[config.mk]
export PLATFORM = sky130hd
export DESIGN_NAME = hollow_polygon_rasterizer
export DESIGN_NICKNAME = d
export VERILOG_FILES = /design/src/rtl/hollow_polygon_rasterizer.sv
export SDC_FILE = /design/constraint.sdc
export NUM_CORES = 1
export LEC_CHECK = 0
export BUFFER_PORTS_ARGS = -buffer_cell sky130_fd_sc_hd__buf_2
export CAP_MARGIN = 20
export CORE_MARGIN = 2
export CORE_UTILIZATION = 60
export CTS_BUF_LIST = sky130_fd_sc_hd__clkbuf_8 sky130_fd_sc_hd__clkbuf_16
export DETAILED_ROUTE_END_ITERATION = 8
export GPL_TIMING_DRIVEN = 0
export PLACE_DENSITY = 0.82
export SLEW_MARGIN = 0
export SYNTH_ARGS = -nofsm -noshare
export SYNTH_HDL_FRONTEND = slang
export SYNTH_SLANG_ARGS = --single-unit
[constraint.sdc]
create_clock -name clk -period 19.1 [get_ports clk]
set_clock_uncertainty 0.2 [all_clocks]
set_input_delay 3.82 -clock clk [delete_from_list [all_inputs] [get_ports clk]]
set_output_delay 3.82 -clock clk [all_outputs]
set_load 0.005 [all_outputs]
[src/rtl/hollow_polygon_rasterizer.sv]
// hollow_polygon_rasterizer
//
// Outline rasterizer for a closed polygon or open polyline of up to MAX_VERTS
// vertices. Each edge is walked with an integer Bresenham stepper and one pixel
// is offered per valid/ready handshake, so downstream stalls never drop pixels.
// Shared vertices are emitted exactly once: every edge is start-inclusive and
// end-exclusive, except the last edge of an open polyline which also emits its
// end point.
//
// Ports:
//   clk, rst_n          clock (rising edge), asynchronous active-low reset
//   start               command strobe, sampled only while idle
//   num_verts           vertex count (clamped to MAX_VERTS)
//   closed              1 = closed polygon, 0 = open polyline
//   vx_flat, vy_flat    packed vertex coordinates, vertex i at [i*COORD_W +: COORD_W]
//   color               outline colour, latched at start
//   px, py, pixel_color current pixel, held stable while stalled
//   pixel_valid         pixel present; pixel_ready accepts it
//   busy                command in flight
//   done                one-cycle completion pulse
module hollow_polygon_rasterizer #(
  parameter int unsigned COORD_W   = 8,
  parameter int unsigned COLOR_W   = 24,
  parameter int unsigned MAX_VERTS = 6,
  parameter int unsigned CNT_W     = 4
) (
  input  logic                         clk,
  input  logic                         rst_n,
  input  logic                         start,
  input  logic [CNT_W-1:0]             num_verts,
  input  logic                         closed,
  input  logic [MAX_VERTS*COORD_W-1:0] vx_flat,
  input  logic [MAX_VERTS*COORD_W-1:0] vy_flat,
  input  logic [COLOR_W-1:0]           color,
  output logic [COORD_W-1:0]           px,
  output logic [COORD_W-1:0]           py,
  output logic [COLOR_W-1:0]           pixel_color,
  output logic                         pixel_valid,
  input  logic                         pixel_ready,
  output logic                         busy,
  output logic                         done
);

  // Two guard bits keep |delta|, err and the step updates from wrapping.
  localparam int unsigned SW = COORD_W + 2;

  typedef enum logic [1:0] {StIdle, StSetup, StDraw, StFinish} state_e;

  state_e state_q;

  logic [COORD_W-1:0]       vx_q [MAX_VERTS];
  logic [COORD_W-1:0]       vy_q [MAX_VERTS];
  logic [CNT_W-1:0]         nv_q;
  logic [CNT_W-1:0]         n_edges_q;
  logic [CNT_W-1:0]         e_q;
  logic                     closed_q;
  logic [COORD_W-1:0]       end_x_q, end_y_q;
  logic signed [SW-1:0]     dx_q, dy_q, err_q;
  logic                     sx_neg_q, sy_neg_q;

  // Command decode.
  logic [CNT_W-1:0] nv_in;
  assign nv_in = (num_verts > CNT_W'(MAX_VERTS)) ? CNT_W'(MAX_VERTS) : num_verts;

  // Edge bookkeeping.
  logic [CNT_W-1:0] e_next, b_idx;
  logic             last_edge, final_edge;
  assign e_next     = e_q + CNT_W'(1);
  assign b_idx      = (e_next == nv_q) ? '0 : e_next;
  assign last_edge  = (e_next == n_edges_q);
  assign final_edge = last_edge && !closed_q;

  // Edge endpoint fetch; a compare-and-select avoids indexing past MAX_VERTS.
  logic [COORD_W-1:0] ax, ay, bx, by;
  always_comb begin
    ax = '0;
    ay = '0;
    bx = '0;
    by = '0;
    for (int i = 0; i < int'(MAX_VERTS); i++) begin
      if (e_q == CNT_W'(i)) begin
        ax = vx_q[i];
        ay = vy_q[i];
      end
      if (b_idx == CNT_W'(i)) begin
        bx = vx_q[i];
        by = vy_q[i];
      end
    end
  end

  // Edge setup arithmetic.
  logic signed [SW-1:0] dx_raw, dy_raw, dx_abs, dy_abs;
  logic                 zero_len;
  always_comb begin
    dx_raw = {2'b00, bx} - {2'b00, ax};
    dy_raw = {2'b00, by} - {2'b00, ay};
    dx_abs = dx_raw[SW-1] ? -dx_raw : dx_raw;
    dy_abs = dy_raw[SW-1] ? -dy_raw : dy_raw;
  end
  assign zero_len = (ax == bx) && (ay == by);

  // Bresenham step; e2 carries one extra bit since it is twice err.
  logic signed [SW:0]   e2, dxw, dyw, ndy;
  logic                 step_x, step_y;
  logic signed [SW-1:0] err_n;
  logic [COORD_W-1:0]   nx, ny;
  always_comb begin
    e2     = {err_q, 1'b0};
    dxw    = {dx_q[SW-1], dx_q};
    dyw    = {dy_q[SW-1], dy_q};
    ndy    = -dyw;
    step_x = (e2 > ndy);
    step_y = (e2 < dxw);
    err_n  = err_q;
    if (step_x) err_n = err_n - dy_q;
    if (step_y) err_n = err_n + dx_q;
    nx = px;
    ny = py;
    if (step_x) nx = sx_neg_q ? px - COORD_W'(1) : px + COORD_W'(1);
    if (step_y) ny = sy_neg_q ? py - COORD_W'(1) : py + COORD_W'(1);
  end

  logic at_end, step_hits_end, draw_exit;
  assign at_end        = (px == end_x_q) && (py == end_y_q);
  assign step_hits_end = (nx == end_x_q) && (ny == end_y_q);
  // The final open edge also emits its end point, so it exits on that pixel.
  assign draw_exit     = pixel_ready && (final_edge ? at_end : step_hits_end);

  always_ff @(posedge clk or negedge rst_n) begin
    if (!rst_n) begin
      state_q     <= StIdle;
      for (int i = 0; i < int'(MAX_VERTS); i++) begin
        vx_q[i] <= '0;
        vy_q[i] <= '0;
      end
      nv_q        <= '0;
      n_edges_q   <= '0;
      e_q         <= '0;
      closed_q    <= 1'b0;
      end_x_q     <= '0;
      end_y_q     <= '0;
      dx_q        <= '0;
      dy_q        <= '0;
      err_q       <= '0;
      sx_neg_q    <= 1'b0;
      sy_neg_q    <= 1'b0;
      px          <= '0;
      py          <= '0;
      pixel_color <= '0;
      pixel_valid <= 1'b0;
      busy        <= 1'b0;
      done        <= 1'b0;
    end else begin
      unique case (state_q)
        StIdle: begin
          done <= 1'b0;
          if (start) begin
            for (int i = 0; i < int'(MAX_VERTS); i++) begin
              vx_q[i] <= vx_flat[i*COORD_W +: COORD_W];
              vy_q[i] <= vy_flat[i*COORD_W +: COORD_W];
            end
            pixel_color <= color;
            closed_q    <= closed;
            nv_q        <= nv_in;
            n_edges_q   <= closed ? nv_in : nv_in - CNT_W'(1);
            e_q         <= '0;
            if (nv_in < CNT_W'(2)) begin
              // Degenerate command: straight to the completion pulse.
              state_q <= StFinish;
              done    <= 1'b1;
            end else begin
              state_q <= StSetup;
              busy    <= 1'b1;
            end
          end
        end

        StSetup: begin
          if (zero_len && !final_edge) begin
            // Nothing to draw on this edge; its start is the next edge's start.
            if (last_edge) begin
              state_q <= StFinish;
              busy    <= 1'b0;
              done    <= 1'b1;
            end else begin
              e_q <= e_next;
            end
          end else begin
            px          <= ax;
            py          <= ay;
            end_x_q     <= bx;
            end_y_q     <= by;
            dx_q        <= dx_abs;
            dy_q        <= dy_abs;
            err_q       <= dx_abs - dy_abs;
            sx_neg_q    <= (bx < ax);
            sy_neg_q    <= (by < ay);
            pixel_valid <= 1'b1;
            state_q     <= StDraw;
          end
        end

        StDraw: begin
          if (pixel_ready) begin
            if (!(final_edge && at_end)) begin
              px    <= nx;
              py    <= ny;
              err_q <= err_n;
            end
            if (draw_exit) begin
              pixel_valid <= 1'b0;
              if (last_edge) begin
                state_q <= StFinish;
                busy    <= 1'b0;
                done    <= 1'b1;
              end else begin
                e_q     <= e_next;
                state_q <= StSetup;
              end
            end
          end
        end

        StFinish: begin
          // start is deliberately not sampled here.
          done    <= 1'b0;
          state_q <= StIdle;
        end

        default: state_q <= StIdle;
      endcase
    end
  end

endmodule
==> results of run 1 <==
==> final timing paths <==
| check | to | slack (ns) | cells past startpoint |
|---|---|---|---|
| hold / removal | done | 0.30 | 1 |
| hold reg to reg | done | 0.30 | 1 |
| min in group asynchronous | px[4] | 3.13 | 1 |
| max in group asynchronous | vy_q[35] | 14.55 | 2 |
| setup / recovery | err_q[9] | 9.73 | 35 |
| setup reg to reg | err_q[9] | 9.73 | 35 |
==> placed cells by master (no fill, tap or decap), types with 28 or more instances in the layout <==
master    count
nand3_1      30
a22oi_1      28
nor2_1       92
xnor2_1      54
ha_1         88
inv_1        67
buf_2       175
xor2_1       37
mux2_2      149
dfrtp_1     202
a21oi_1     105
clkbuf_1     54
o21ai_0      90
nand2_1      97
==> kinds of logic (layout without fill, tap and decap cells) <==
logic type / after synthesis / in the layout / synth area share, %
compound gates: 382 / 382 / 18.6
xor+xnor: 93 / 93 / 6.08
fa+ha+maj: 95 / 95 / 9.03
buf+inv: 132 / 347 / 3.68
flops: 202 / 202 / 36.8
mux: 165 / 165 / 13.4
simple gates: 349 / 349 / 12.5
==> critical path: cells and delay by family (launching register included) <==
| kind | cells | cell delay (ns) |
|---|---|---|
| AOI/OAI and AO/OA | 13 | 2.60 |
| xor gates and xnor gates | 1 | 0.18 |
| adders and majority gates | 3 | 1.01 |
| buffers and inverters | 6 | 2.35 |
| DFF | 1 | 0.38 |
| and+or+nand+nor | 12 | 2.55 |
==> per-stage QoR <==
stage | cell area [um^2] | util (%) | setup slack [ns] | std cells | hold slack (ns)
after global routing | 15900 | 70.4 | 9.18 | 1918 | 0.306
after floorplan | 13800 | - | 11.97 | 1418 | 0.269
after CTS | 15900 | 70.4 | 9.90 | 1918 | 0.301
after detailed placement | 15000 | 66.6 | 9.91 | 1879 | 0.288
final | 15900 | 70.4 | 9.73 | 1918 | 0.298
after global placement | 15000 | 66.3 | 9.78 | 1874 | 0.282
==> cell type report <==
type / count / area [um^2] / share of cell area (%)
plain buffers: 67 / 262 / 1.65
clock buffers: 28 / 644 / 4.06
clock inverters: 11 / 203 / 1.28
inverters: 65 / 244 / 1.54
multi-input cells: 1084 / 8190 / 51.6
flip-flops and latches: 202 / 5050 / 31.8
well taps: 285 / 357 / 2.24
repair buffers: 176 / 931 / 5.86
==> state kept, by name (all words and copies together), names as in the netlist, 2 cells and up <==
signal,count
end_y_q,8
err_q,10
py,8
nv_q,4
end_x_q,8
e_q,4
pixel_color,24
dx_q,10
dy_q,10
vy_q,48
vx_q,48
n_edges_q,4
state_q,2
px,8
==> metal layers <==
metal	part of all wire [%]	track usage, %	vias up	routed length, um
met3	8.6	5.99	139	3540
met1	39	42.9	5855	15900
met2	49	58.4	670	20000
met5	0.027	0	-	11
met4	4.0	11.7	2	1630
li1	-	-	5578	-
==> impl_metrics.csv, run 1 <==
group,metric,value,unit
logic_synthesis,postSynthCellCount,1418,
logic_synthesis,synth_common_cells,"dfrtp_1, mux2_2, a21oi_1, nand2_1, nor2_1",
logic_synthesis,yosysTopAreaCell,"dfrtp_1",
sta,setup-violations-final,0,
logic_synthesis,ys_async_sr_fraction,100,%
final_layout,n_antenna_cell,0,
logic_synthesis,synth_flop_cell,"dfrtp_1",
floorplanning,num_rows,55,
clock_network,cts_hold_buf,0,
final_layout,layout-drive-gt1-share,23.8,%
logic_synthesis,ys_warn_count,0,
global_route,grt_pass1_vias,12000,
sta,rsz0062_at_grt,"no",
final_layout,syn2layout_area_growth,15.5,%
sta,finalCritPeriodShare,49.1,%
sta,slew_headroom,38.9,%
clock_network,clkTransAtPathRegs,0.06,ns
final_layout,nets,1842,
job,cap_violations,0,
logic_synthesis,netlist_area,13800,um^2
sta,fin_tns_setup,0,ns
clock_network,postCtsSetupRepairBufs,0,
drt,ant_nets,0,
placement,finalWeightedCongestion,0.966,
placement,place_hpwl,31800,um
global_route,grt_overflow,0,
logic_synthesis,avgSynthCellArea,9.70,um^2
worst_setup_path,cp-end-kind,"flip-flop",
floorplanning,start_util,60.9,%
floorplanning,die_w,155,um
global_route,grt_pass1_wl,64400,um
run_status,status,"finished, final reports clean",
drt,firstDrtPassIters,9,
clock_network,cts.sinks,202,
drt,drt_wl_total,41100,um
sta,finalHoldViolations,0,
clock_network,htreeDepth,1,
worst_setup_path,worstPathRequired,19.32,ns
worst_setup_path,path_common_cell,"a21oi_1",
global_route,grt_max_degree,109,
clock_network,max-clock-path-buffers,3,
clock_network,cts_root_buf,"clkbuf_16",
final_layout,nFillCells,1722,
placement,io_buffers,171,
logic_synthesis,synth_top_cell_area_share,36.8,%
drt,wl_per_cell,21.4,um
logic_synthesis,synth-edff-count,0,
logic_synthesis,syn-num-nets,1642,
min_path,min-delay-start,"done",
floorplanning,die_h,155,um
sta,tightestPinTransition,0.914,ns
drt,post-route-drc-count,0,
logic_synthesis,yosysSeqAreaShare,36.8,%
sta,finalCriticalPeriod,9.37,ns
drt,drt_iter0_markers,1169,
logic_synthesis,yosys_register_bits,202,
worst_setup_path,crit_type,"reg2reg",
worst_setup_path,slowest_stage,"or4b_2",
min_path,hp-class,"reg2reg",
sta,maxSlewViolCount,0,
worst_setup_path,cp-startpoint,"e_q[0]",
floorplanning,ioPinCount,172,
drt,via_per_inst,6.38,
global_route,grtUsageTotal,33.8,%
worst_setup_path,path_max_fanout,10,
worst_setup_path,arrival,9.59,ns
drt,vias,12200,
clock_network,clk_latency,0.51,ns
logic_synthesis,synthTopCellsByArea,"dfrtp_1, mux2_2, ha_1, a21oi_1, xnor2_1",
clock_network,cts_tree,"built",
global_route,antenna_found_initial,1,
clock_network,cts_resized,0,
floorplanning,design.die.area,24100,um^2
sta,timing.fmax,107,MHz
floorplanning,core,22600,um^2
clock_network,cts_made_buffers,22,
logic_synthesis,synth_most_common_cell,"dfrtp_1",
logic_synthesis,synth_cell_type_count,83,
worst_setup_path,slowest_delay,0.68,ns
worst_setup_path,rr_startpoint,"e_q[0]",
worst_setup_path,start_kind,"flip-flop",
Power of run 1 is left out: the tool's default activity adds up to more than one toggle a clock period on the data nets, which glitch-free logic cannot reach.
==> run 2: changes to the inputs <==
--- a/config.mk
+++ b/config.mk
@@ -5,6 +5,7 @@
 export SDC_FILE = /design/constraint.sdc
 export NUM_CORES = 1
 export LEC_CHECK = 0
+export ABC_AREA = 1
 export BUFFER_PORTS_ARGS = -buffer_cell sky130_fd_sc_hd__buf_2
 export CAP_MARGIN = 20
 export CORE_MARGIN = 2
==> constraint.sdc (replaced) <==
create_clock -name clk -period 9.6 [get_ports clk]
set_clock_uncertainty 0.2 [all_clocks]
set_input_delay 1.92 -clock clk [delete_from_list [all_inputs] [get_ports clk]]
set_output_delay 1.92 -clock clk [all_outputs]
set_load 0.005 [all_outputs]
==> run 2 against run 1 <==
Sequential cell count unchanged. Synthesized cell count increased by 37%. First-iteration DRC count rose by 14%. Worst setup slack worse by 6.6 ns. Non-clock buffer count is 1 higher. Critical path depth decreased by 1. Critical endpoint unchanged.
==> impl_metrics.csv, run 2 <==
group,metric,value,unit
drt,ant_nets,0,
clock_network,clkTransAtPathRegs,0.06,ns
logic_synthesis,ys_async_sr_fraction,100,%
drt,firstDrtPassIters,6,
global_route,grtUsageTotal,34.4,%
drt,post-route-drc-count,0,
worst_setup_path,path_max_fanout,10,
worst_setup_path,cp-end-kind,"flip-flop",
logic_synthesis,yosys_register_bits,202,
drt,wl_per_cell,17.1,um
floorplanning,num_rows,55,
final_layout,most-common-layout-cells,"nand2_1, dfrtp_1, buf_2",
worst_setup_path,slowest_stage,"o21ai_0",
global_route,grt_max_degree,120,
clock_network,postCtsSetupRepairBufs,0,
logic_synthesis,netlist_area,13900,um^2
sta,tightestPinTransition,0.818,ns
final_layout,mostFrequentLayoutCell,"nand2_1",
logic_synthesis,yosysTopAreaCell,"dfrtp_1",
drt,vias,13900,
min_path,min-delay-start,"pixel_color[23]",
clock_network,cts_made_buffers,23,
sta,finalCriticalPeriod,6.49,ns
drt,via_per_inst,5.70,
floorplanning,design.die.area,24400,um^2
global_route,grt_pass1_wl,66400,um
sta,slew_headroom,45.5,%
clock_network,cts_root_buf,"clkbuf_16",
clock_network,cts_hold_buf,0,
worst_setup_path,rr_startpoint,"e_q[0]",
final_layout,syn2layout_area_growth,14.8,%
logic_synthesis,synth_flop_cell,"dfrtp_1",
run_status,status,"finished, final reports clean",
final_layout,layout-drive-gt1-share,12.8,%
worst_setup_path,r2r_cells,34,
sta,timing.fmax,154,MHz
min_path,hp-class,"reg2reg",
placement,finalWeightedCongestion,0.958,
logic_synthesis,synth_most_common_cell,"nand2_1",
global_route,grt_overflow,0,
sta,finalHoldViolations,0,
drt,drt_wl_total,41600,um
worst_setup_path,path_common_cell,"nand2_1",
final_layout,nets,2358,
clock_network,cts_resized,0,
sta,finalCritPeriodShare,67.6,%
worst_setup_path,start_kind,"flip-flop",
min_path,hold_end,"pixel_color[23]",
logic_synthesis,postSynthCellCount,1937,
placement,place_hpwl,32300,um
sta,fin_tns_setup,0,ns
logic_synthesis,synth_common_cells,"nand2_1, dfrtp_1, inv_1, o21ai_0, nand3_1",
floorplanning,ioPinCount,172,
clock_network,cts.sinks,202,
floorplanning,start_util,61.2,%
sta,maxSlewViolCount,0,
clock_network,max-clock-path-buffers,3,
logic_synthesis,yosysSeqAreaShare,36.4,%
logic_synthesis,syn-num-nets,2161,
logic_synthesis,synthTopCellsByArea,"dfrtp_1, nand2_1, ha_1, o21ai_0, inv_1",
worst_setup_path,arrival,6.73,ns
clock_network,clk_latency,0.53,ns
job,cap_violations,0,
clock_network,cts_tree,"built",
worst_setup_path,r2r_slack,3.11,ns
logic_synthesis,synth-edff-count,0,
worst_setup_path,crit_type,"reg2reg",
worst_setup_path,worstPathRequired,9.84,ns
floorplanning,die_w,156,um
worst_setup_path,worst_path_dominant_cell_family,"compound AO/OA/AOI/OAI gates",
logic_synthesis,ys_warn_count,0,
worst_setup_path,cp-startpoint,"e_q[0]",
final_layout,n_antenna_cell,0,
floorplanning,die_h,156,um
worst_setup_path,slowest_delay,0.52,ns
clock_network,htreeDepth,1,
min_path,min_path_cells,2,
floorplanning,core,22700,um^2
logic_synthesis,synth_top_cell_area_share,36.4,%
logic_synthesis,avgSynthCellArea,7.18,um^2
sta,setup-violations-final,0,
global_route,antenna_found_initial,0,
global_route,grt_pass1_vias,13200,
worst_setup_path,reg2reg_to,"err_q[9]",
final_layout,reg.largest.list,"vx_q x48, vy_q x48, pixel_color x24",
placement,io_buffers,171,
sta,rsz0062_at_grt,"no",
worst_setup_path,path_buf_inv,5,
logic_synthesis,synth_cell_type_count,58,
drt,drt_iter0_markers,1332,
run 2: changes by cell type after synthesis, sizes merged, moves of 20 or more:
cell and change:
nand4 +22, nor2b -23, nand3 +84, a21oi -32, xnor2 -37, mux2 -149, nand2b -20, inv +112
nand2 +656, a22oi -20, o21ai +49
run 2: how the worst max path moves through the flow:
| stage | to | cells after the start |
|---|---|---|
| after global placement | py[4] | 1 |
| after detailed placement | err_q[9] | 34 |
| after floorplan | err_q[8] | 33 |
| after CTS | err_q[9] | 34 |
| final | err_q[9] | 34 |
| after global routing | err_q[9] | 34 |
run 2: kinds of logic (layout without fill, tap and decap cells):
group | after synthesis | count (layout) | synth area share, %
AOI/OAI and AO/OA | 301 | 301 | 12.8
xor gates and xnor gates | 68 | 68 | 4.28
adders and majority gates | 95 | 95 | 8.93
buffers and inverters | 250 | 464 | 7.19
DFF | 202 | 202 | 36.4
and+or+nand+nor | 1021 | 1021 | 30.5
run 2: final cells by class:
cell class                      instances  area [um^2]
Buffer                                 72          332
Clock buffer                           27          631
Clock inverter                         15          179
Fill cell                            1901         6740
Inverter                              178          668
Multi-Input combinational cell       1485         7850
Sequential cell                       202         5050
Tap cell                              285          357
Timing Repair Buffer                  172          893
run 2: routing by layer:
layer	routed length, um	vias to the layer above	track usage [%]
met4	1980	0	15.2
met3	3450	114	4.71
met1	16800	6352	45.7
met2	19400	700	56.7
li1	-	6727	-
met5	0	-	0
run 2: stage by stage:
step | instances | utilization, % | hold slack, ns | setup slack [ns] | area (um^2)
floorplan | 1937 | - | 0.265 | 4.41 | 13900
global placement | 2393 | 66.6 | 0.257 | 3.01 | 15100
detailed placement | 2394 | 66.7 | 0.259 | 3.31 | 15200
CTS | 2436 | 70.3 | 0.276 | 3.25 | 16000
global route | 2436 | 70.3 | 0.284 | 2.70 | 16000
finish | 2436 | 70.3 | 0.274 | 3.11 | 16000
run 2: worst min-delay path, stage by stage (launching register included):
cell and delay [ns]:
dfrtp_1 0.33, nand2_1 0.06, nand2_1 0.05
Power of run 2 is left out for the same reason.
==> run 3: changes to the inputs <==
==> constraint.sdc (replaced) <==
create_clock -name clk -period 6.65 [get_ports clk]
set_clock_uncertainty 0.2 [all_clocks]
set_input_delay 1.33 -clock clk [delete_from_list [all_inputs] [get_ports clk]]
set_output_delay 1.33 -clock clk [all_outputs]
set_load 0.005 [all_outputs]
==> run 3 against run 2 <==
Die area did not move. Final cell count barely moved. Critical path type unchanged. Register-to-register slack got worse by 2.8 ns. Maximum frequency rose by 2.9%. Critical endpoint unchanged. Largest cell class unchanged. Core utilization rose by 0.17 points.
==> impl_metrics.csv, run 3 (synthesis gave the netlist of run 2 again) <==
group,metric,value,unit
run_status,status,"finished, final reports clean",
sta,finalCritPeriodShare,94.8,%
drt,ant_nets,0,
drt,via_per_inst,5.70,
global_route,grt_overflow,0,
floorplanning,start_util,61.2,%
clock_network,htreeDepth,1,
final_layout,layout-drive-gt1-share,13.1,%
clock_network,cts_made_buffers,23,
job,cap_violations,0,
final_layout,reg.largest.list,"vx_q x48, vy_q x48, pixel_color x24",
clock_network,clk_latency,0.53,ns
drt,drt_wl_total,41600,um
drt,wl_per_cell,17.1,um
final_layout,mostFrequentLayoutCell,"nand2_1",
sta,slew_headroom,45.1,%
worst_setup_path,crit_type,"reg2reg",
sta,tightestPinTransition,0.823,ns
clock_network,clkTransAtPathRegs,0.06,ns
global_route,antenna_found_initial,0,
worst_setup_path,path_max_fanout,10,
floorplanning,core,22700,um^2
clock_network,max-clock-path-buffers,3,
sta,timing.fmax,159,MHz
floorplanning,num_rows,55,
floorplanning,design.die.area,24400,um^2
min_path,hp-class,"reg2reg",
worst_setup_path,start_kind,"flip-flop",
worst_setup_path,r2r_slack,0.35,ns
final_layout,n_antenna_cell,0,
floorplanning,die_h,156,um
worst_setup_path,path_common_cell,"nand2_1",
worst_setup_path,cp-end-kind,"flip-flop",
sta,finalCriticalPeriod,6.30,ns
sta,setup-violations-final,0,
drt,post-route-drc-count,0,
sta,maxSlewViolCount,0,
global_route,grt_pass1_vias,13200,
global_route,grt_pass1_wl,66400,um
global_route,grt_max_degree,120,
final_layout,final_cell_area,16000,um^2
clock_network,cts.sinks,202,
placement,place_hpwl,32300,um
final_layout,nets,2359,
placement,dpl_cell_area,15200,um^2
clock_network,cts_tree,"built",
sta,finalHoldViolations,0,
worst_setup_path,worstPathRequired,6.89,ns
worst_setup_path,slowest_stage,"dfrtp_1",
drt,vias,13900,
final_layout,nFillCells,1898,
worst_setup_path,slowest_delay,0.40,ns
placement,finalWeightedCongestion,0.958,
drt,drt_iter0_markers,1344,
worst_setup_path,arrival,6.54,ns
placement,io_buffers,171,
final_layout,most-common-layout-cells,"nand2_1, dfrtp_1, buf_2",
floorplanning,die_w,156,um
clock_network,cts_root_buf,"clkbuf_16",
floorplanning,ioPinCount,172,
drt,firstDrtPassIters,5,
final_layout,syn2layout_area_growth,15.1,%
global_route,grtUsageTotal,34.4,%
[run 3: cell types whose count changed in the layout (fill, tap and decap cells not counted), sizes merged]
| cell | change |
|---|---|
| clkbuf | +1 |
[run 3: per-stage QoR]
| step | utilization, % | instances | hold slack, ns | TNS, ns | setup WS, ns |
|---|---|---|---|---|---|
| after floorplan | - | 1937 | 0.265 | 0 | 1.46 |
| after global placement | 66.6 | 2393 | 0.257 | 0 | 0.359 |
| after detailed placement | 66.7 | 2394 | 0.259 | 0 | 0.359 |
| after CTS | 70.3 | 2436 | 0.276 | 0 | 0.297 |
| after global routing | 70.5 | 2437 | 0.284 | -0.0214 | -0.0174 |
| final | 70.5 | 2437 | 0.274 | 0 | 0.347 |
[run 3: repair_timing]
action | in CTS | in global routing
hold buffers | 0 | 0
setup endpoints to repair | 0 | 3
setup buffers | 0 | 1
resized for setup | 0 | 11
[run 3: per-layer routing]
| metal | global-route usage, % | wire length, um | vias up |
|---|---|---|---|
| li1 | - | - | 6728 |
| met2 | 56.7 | 19300 | 670 |
| met3 | 4.71 | 3410 | 122 |
| met5 | 0 | 0 | - |
| met1 | 45.7 | 16800 | 6380 |
| met4 | 15.2 | 2060 | 0 |
[run 3: final timing paths]
kind,cells past startpoint,end,from
worst max-delay path,35,err_q[9],e_q[0]
worst min-delay path,2,busy,busy
worst max register to register,35,err_q[9],e_q[0]
worst min register to register,2,busy,busy
max in group asynchronous,2,end_y_q[4],rst_n
min in group asynchronous,1,pixel_color[21],rst_n
[run 3: area by class of cell]
| type | instances | area (um^2) | area share [%] |
|---|---|---|---|
| clock inverters | 15 | 179 | 1.12 |
| inverters | 178 | 668 | 4.18 |
| well taps | 285 | 357 | 2.23 |
| clock buffers | 27 | 631 | 3.94 |
| plain buffers | 72 | 333 | 2.08 |
| flip-flops and latches | 202 | 5050 | 31.6 |
| repair buffers | 173 | 901 | 5.63 |
| multi-input cells | 1485 | 7880 | 49.2 |
[run 3: worst max-delay path, delay by kind of cell, from the launching register on]
family | cells | cell delay (ns)
AOI/OAI and AO/OA | 11 | 1.92
xor gates and xnor gates | 2 | 0.41
adders and majority gates | 3 | 1.08
buffers and inverters | 4 | 0.60
DFF | 1 | 0.40
and+or+nand+nor | 15 | 1.58
Power of run 3 is left out for the same reason.
